### src/rtl/exe_hazard_ctrl.sv
// Execute-stage sequencing: load-use/RAW stall, taken-branch flush window,
// and whole-pipe freeze while data memory is busy, with timeout and stall count.
module exe_hazard_ctrl #(
  parameter int FWD_EN      = 1,
  parameter int BR_PENALTY  = 1,
  parameter int MEM_TIMEOUT = 255
) (
  input  logic        clk,
  input  logic        rst,
  input  logic        id_valid,
  input  logic [3:0]  id_src1,
  input  logic [3:0]  id_src2,
  input  logic        id_two_src,
  input  logic        exe_wb_en,
  input  logic [3:0]  exe_dest,
  input  logic        exe_mem_r_en,
  input  logic        mem_wb_en,
  input  logic [3:0]  mem_dest,
  input  logic        mem_req,
  input  logic        mem_ready,
  input  logic        branch_taken,
  output logic        hold_if_id,
  output logic        bubble_exe,
  output logic        flush_if_id,
  output logic        flush_id_exe,
  output logic        freeze_all,
  output logic        mem_err,
  output logic [15:0] stall_cnt
);

  typedef enum logic [1:0] {ST_RUN, ST_FLUSH, ST_MEM_WAIT} state_t;

  localparam logic [2:0] FLUSH_INIT = 3'(BR_PENALTY - 1);
  localparam logic [7:0] TIMEOUT    = 8'(MEM_TIMEOUT);
  localparam logic [7:0] TIMEOUT_M1 = 8'(MEM_TIMEOUT - 1);

  state_t      r_state, r_state_next;
  state_t      r_saved_state, r_saved_state_next;
  state_t      w_eff_state;
  logic [2:0]  r_flush_cnt, r_flush_cnt_next;
  logic [7:0]  r_wait_cnt;
  logic        r_mem_err;
  logic [15:0] r_stall_cnt;

  logic w_src1_ok, w_src2_ok, w_exe_match, w_mem_match, w_raw_hz, w_freeze;

  // PC (r15) is never a hazard source.
  assign w_src1_ok   = id_valid & (id_src1 != 4'hF);
  assign w_src2_ok   = id_valid & id_two_src & (id_src2 != 4'hF);
  assign w_exe_match = exe_wb_en & ((w_src1_ok & (id_src1 == exe_dest)) |
                                    (w_src2_ok & (id_src2 == exe_dest)));
  assign w_mem_match = mem_wb_en & ((w_src1_ok & (id_src1 == mem_dest)) |
                                    (w_src2_ok & (id_src2 == mem_dest)));
  assign w_raw_hz    = (FWD_EN != 0) ? (w_exe_match & exe_mem_r_en)
                                     : (w_exe_match | w_mem_match);
  assign w_freeze    = mem_req & ~mem_ready;

  // The cycle memory completes behaves as the state that was interrupted.
  assign w_eff_state = (r_state == ST_MEM_WAIT) ? r_saved_state : r_state;

  always_comb begin
    hold_if_id         = 1'b0;
    bubble_exe         = 1'b0;
    flush_if_id        = 1'b0;
    flush_id_exe       = 1'b0;
    r_state_next       = r_state;
    r_saved_state_next = r_saved_state;
    r_flush_cnt_next   = r_flush_cnt;
    if (w_freeze) begin
      r_state_next = ST_MEM_WAIT;
      if (r_state != ST_MEM_WAIT) r_saved_state_next = r_state;
    end else begin
      r_state_next = w_eff_state;
      case (w_eff_state)
        ST_RUN: begin
          if (branch_taken) begin
            flush_if_id  = 1'b1;
            flush_id_exe = 1'b1;
            if (BR_PENALTY > 1) begin
              r_state_next     = ST_FLUSH;
              r_flush_cnt_next = FLUSH_INIT;
            end
          end else if (w_raw_hz) begin
            hold_if_id = 1'b1;
            bubble_exe = 1'b1;
          end
        end
        ST_FLUSH: begin
          flush_if_id      = 1'b1;
          flush_id_exe     = 1'b1;
          r_flush_cnt_next = r_flush_cnt - 3'd1;
          if (r_flush_cnt <= 3'd1) r_state_next = ST_RUN;
        end
        default: r_state_next = ST_RUN;
      endcase
    end
  end

  always_ff @(posedge clk) begin
    if (rst) begin
      r_state       <= ST_RUN;
      r_saved_state <= ST_RUN;
      r_flush_cnt   <= 3'd0;
      r_wait_cnt    <= 8'd0;
      r_mem_err     <= 1'b0;
      r_stall_cnt   <= 16'd0;
    end else begin
      r_state       <= r_state_next;
      r_saved_state <= r_saved_state_next;
      r_flush_cnt   <= r_flush_cnt_next;
      if (!w_freeze)
        r_wait_cnt <= 8'd0;
      else if (r_wait_cnt != TIMEOUT)
        r_wait_cnt <= r_wait_cnt + 8'd1;
      // Freeze keeps going after a timeout; only the sticky flag reports it.
      if (w_freeze && (r_wait_cnt == TIMEOUT_M1))
        r_mem_err <= 1'b1;
      if (hold_if_id && (r_stall_cnt != 16'hFFFF))
        r_stall_cnt <= r_stall_cnt + 16'd1;
    end
  end

  assign freeze_all = w_freeze;
  assign mem_err    = r_mem_err;
  assign stall_cnt  = r_stall_cnt;

endmodule
### config.mk
export PLATFORM = sky130hd
export DESIGN_NAME = exe_hazard_ctrl
export DESIGN_NICKNAME = d
export VERILOG_FILES = /design/src/rtl/exe_hazard_ctrl.sv
export SDC_FILE = /design/constraint.sdc
export NUM_CORES = 1
export LEC_CHECK = 0
export CORE_UTILIZATION = 51
export DETAILED_ROUTE_END_ITERATION = 6
export PLACE_DENSITY = 0.88
export SKIP_LAST_GASP = 1
export SLEW_MARGIN = 30
export SYNTH_ARGS = -nofsm -noshare
export SYNTH_HDL_FRONTEND = slang
export SYNTH_SLANG_ARGS = --single-unit
### constraint.sdc
create_clock -name clk -period 3.65 [get_ports clk]
set_clock_uncertainty 0.15 [all_clocks]
set_input_delay 0.73 -clock clk [delete_from_list [all_inputs] [get_ports clk]]
set_output_delay 0.73 -clock clk [all_outputs]
set_load 0.01 [all_outputs]
==> flow_metrics.env <==
export IMPL_power_share_sequential=0.487
export IMPL_clock_root_buffer="clkbuf_4"
export IMPL_avgRoutedWirePerCell_um=13.2
export IMPL_overflow=0
export IMPL_clk_pin_slew_ns=0.10
export IMPL_cts_tree="built"
export IMPL_path_class="input port to output pin"
export IMPL_synth_seq_area_share=0.369
export IMPL_syn_area_per_cell_um2=8.22
export IMPL_cpMaxStageDelayCell="clkdlybuf4s50_1"
export IMPL_final_cells=293
export IMPL_ant_nets=0
export IMPL_h_tree_depth=2
export IMPL_drive_above_1_share=0.0522
export IMPL_end_kind="output pin"
export IMPL_row_count=20
export IMPL_io_buffers=42
export IMPL_n_antenna_cell=0
export IMPL_dp_hpwl_um=2760
export IMPL_clock_latency_ns=0.34
export IMPL_routed_wl_um=3880
export IMPL_slew_headroom=0.397
export IMPL_dpl_cell_count=285
export IMPL_nets=278
export IMPL_num_vias=1690
export IMPL_core_area_mm2=0.00313
export IMPL_globalplace_congestion=0.788
export IMPL_start_kind="input port"
export IMPL_min_path_type="register to register"
export IMPL_crit_buf_inv=2
export IMPL_cts_buffers=5
export IMPL_via_per_inst=5.77
export IMPL_antenna_found_initial=0
export IMPL_switching_share=0.216
export IMPL_crit_path_max_incr_delay_ns=0.54
export IMPL_drc=0
export IMPL_area_growth_pct=29.4
export IMPL_path_common_cell="clkdlybuf4s50_1"
export IMPL_fillers=235
export IMPL_fin_util=0.718
export IMPL_fp_dieArea_mm2=0.00364
export IMPL_path_max_fanout=2
export IMPL_p_comb_frac=0.086
export IMPL_yosysUniqueCellTypes=37
export IMPL_crit_cells=6
export IMPL_ff2ff_path_depth=6
export IMPL_setup_violations=0
export IMPL_worst_pin_slew_ns=0.904
export IMPL_p_int_mw=0.565
export IMPL_rrSetupSlack_ns=1.44
export IMPL_drt_iter0_drc=80
export IMPL_die_y_um=60.3
export IMPL_whs_path_depth=2
export IMPL_cts_buffer_depth=2
export IMPL_status="completed"
export IMPL_crit_family="buffers and inverters"
export IMPL_initial_utilization=0.555
export IMPL_total_power_mw=0.721
export IMPL_synth_area_mm2=0.00174
export IMPL_yosysWarnings=0
export IMPL_ctsHoldBuffers=0
export IMPL_grt_pass1_vias=1454
export IMPL_final_cell_mix="clkdlybuf4s50_1, dfxtp_1, a21oi_1"
export IMPL_ir_drop_mv=0.166
export IMPL_layout_commonest_cell="clkdlybuf4s50_1"
export IMPL_multiInputGateArea_um2=990
export IMPL_dr_pass1_iters=4
export IMPL_power_switching_mw=0.155
export IMPL_synth_cells=211
export IMPL_fp_dieW_um=60.3
export IMPL_arrival_ns=2.58
export IMPL_path_cells="clkdlybuf4s50_1, xnor2_1, o2111ai_1, o32ai_2, and2_1, clkdlybuf4s50_1"
export IMPL_hold_violations=0
export IMPL_cts_sinks=32
export IMPL_rsz0062_at_grt="no"
export IMPL_ys_ff_latch=32
export IMPL_synth_nets=241
export IMPL_max_cap_viol_count=0
export IMPL_pin_count=48
export IMPL_seq_area_um2=641
export IMPL_grt_pass1_wl_um=6230
export IMPL_finalCritPeriodShare=0.949
export IMPL_grt_usage=0.225
export IMPL_setup_tns_ns=0
export IMPL_max_freq_mhz=289
export IMPL_fin_crit_ns=3.46
export IMPL_required_ns=2.77
export IMPL_grt_max_degree=30
export IMPL_p_leak_nw=0.701
export IMPL_hold_ws_ns=0.360
export IMPL_powerDensity_mw_per_mm2=321
export IMPL_finalMaxSlewViolations=0
export IMPL_clockPowerShare=0.427
==> worst paths after layout <==
| kind | startpoint | end |
|---|---|---|
| worst min-delay path | r_flush_cnt[2] | r_state[0] |
| worst min register to register | r_flush_cnt[2] | r_state[0] |
| worst max-delay path | exe_dest[1] | hold_if_id |
| worst max register to register | stall_cnt[0] | stall_cnt[1] |
==> synth_stat cells <==
| library cell | instances | area, um^2 |
|---|---|---|
| dfxtp_1 | 32 | 641 |
| a21oi_1 | 22 | 110 |
| nor2_1 | 15 | 56.3 |
| nand2_1 | 14 | 52.6 |
| o31ai_1 | 14 | 105 |
| nand3_1 | 12 | 60.1 |
| or4_1 | 12 | 90.1 |
| xnor2_1 | 10 | 87.6 |
| nand4_1 | 9 | 56.3 |
| clkbuf_1 | 8 | 30.0 |
| inv_1 | 8 | 30.0 |
| nor3_1 | 5 | 25.0 |
| a211oi_1 | 4 | 30.0 |
| buf_4 | 4 | 30.0 |
| ha_1 | 4 | 50.1 |
| and2_1 | 3 | 18.8 |
| and3_1 | 3 | 18.8 |
| nand2b_1 | 3 | 18.8 |
| o21ai_0 | 3 | 15.0 |
| or3_1 | 3 | 18.8 |
| a31oi_1 | 2 | 12.5 |
| and4_1 | 2 | 17.5 |
| buf_6 | 2 | 22.5 |
| nor3b_1 | 2 | 15.0 |
| o21ai_1 | 2 | 10.0 |
| xor2_1 | 2 | 17.5 |
| a21boi_0 | 1 | 7.51 |
| a41oi_1 | 1 | 8.76 |
| and4b_1 | 1 | 10.0 |
| nand2_2 | 1 | 6.26 |
| nand3b_1 | 1 | 7.51 |
| nand4bb_1 | 1 | 11.3 |
| nor2b_1 | 1 | 6.26 |
| o2111ai_1 | 1 | 8.76 |
| o32a_1 | 1 | 10.0 |
| o32ai_1 | 1 | 8.76 |
| or4_4 | 1 | 11.3 |
==> registers in the layout (all words and copies together) (netlist names) <==
name           flops
mem_err            1
r_flush_cnt        3
r_saved_state      2
r_state            2
r_wait_cnt         8
stall_cnt         16
==> cells by family (layout without fill, tap and decap cells) <==
family,Yosys count,in the layout,share of synthesized area
AND/OR/NAND/NOR,89,89,0.288
AO/OA/AOI/OAI,52,52,0.188
flip-flops,32,32,0.369
buffers and inverters,22,60,0.0649
XOR/XNOR,12,12,0.0606
adder cells (fa/ha/maj),4,4,0.0288
==> metal layers <==
metal  vias up  routed length (um)  global-route usage
met2        63                1850               0.366
met5         -                   0                   0
met4         0                  41              0.0764
met3         7                 273              0.0576
met1       761                1710               0.289
li1        859                   -                   -
==> through the flow <==
| step | area [um^2] | worst slack [ns] |
|---|---|---|
| after floorplan | 1740 | 0.998 |
| after global placement | 2140 | 0.182 |
| after detailed placement | 2140 | 0.171 |
| after CTS | 2240 | 0.151 |
| after global routing | 2250 | 0.0417 |
| final | 2250 | 0.185 |
==> timing repair <==
item,in CTS,in global routing
resized for setup,0,1
setup endpoints to repair,0,2
setup buffers,0,0
==> layout make-up <==
| class | instances | share of cell area |
|---|---|---|
| Clock inverter | 1 | 0.0134 |
| Tap cell | 44 | 0.0245 |
| Multi-Input combinational cell | 157 | 0.441 |
| Clock buffer | 7 | 0.0290 |
| Inverter | 8 | 0.0134 |
| Sequential cell | 32 | 0.285 |
| Timing Repair Buffer | 44 | 0.194 |
==> power by group through the flow <==
stage,sequential (mW),clock [mW],combinational [mW]
after CTS,0.351,0.310,0.0609
final,0.351,0.308,0.0619
after global routing,0.352,0.326,0.0675
after floorplan,0.359,0,0.0302
after detailed placement,0.359,0,0.0606
after global placement,0.359,0,0.0591
==> worst min-delay path, delay by kind of cell, from the launching register on <==
kind / cells / cell delay (ns)
DFF: 1 / 0.33
and+or+nand+nor: 2 / 0.15
Power figures use the tool's default switching activity.
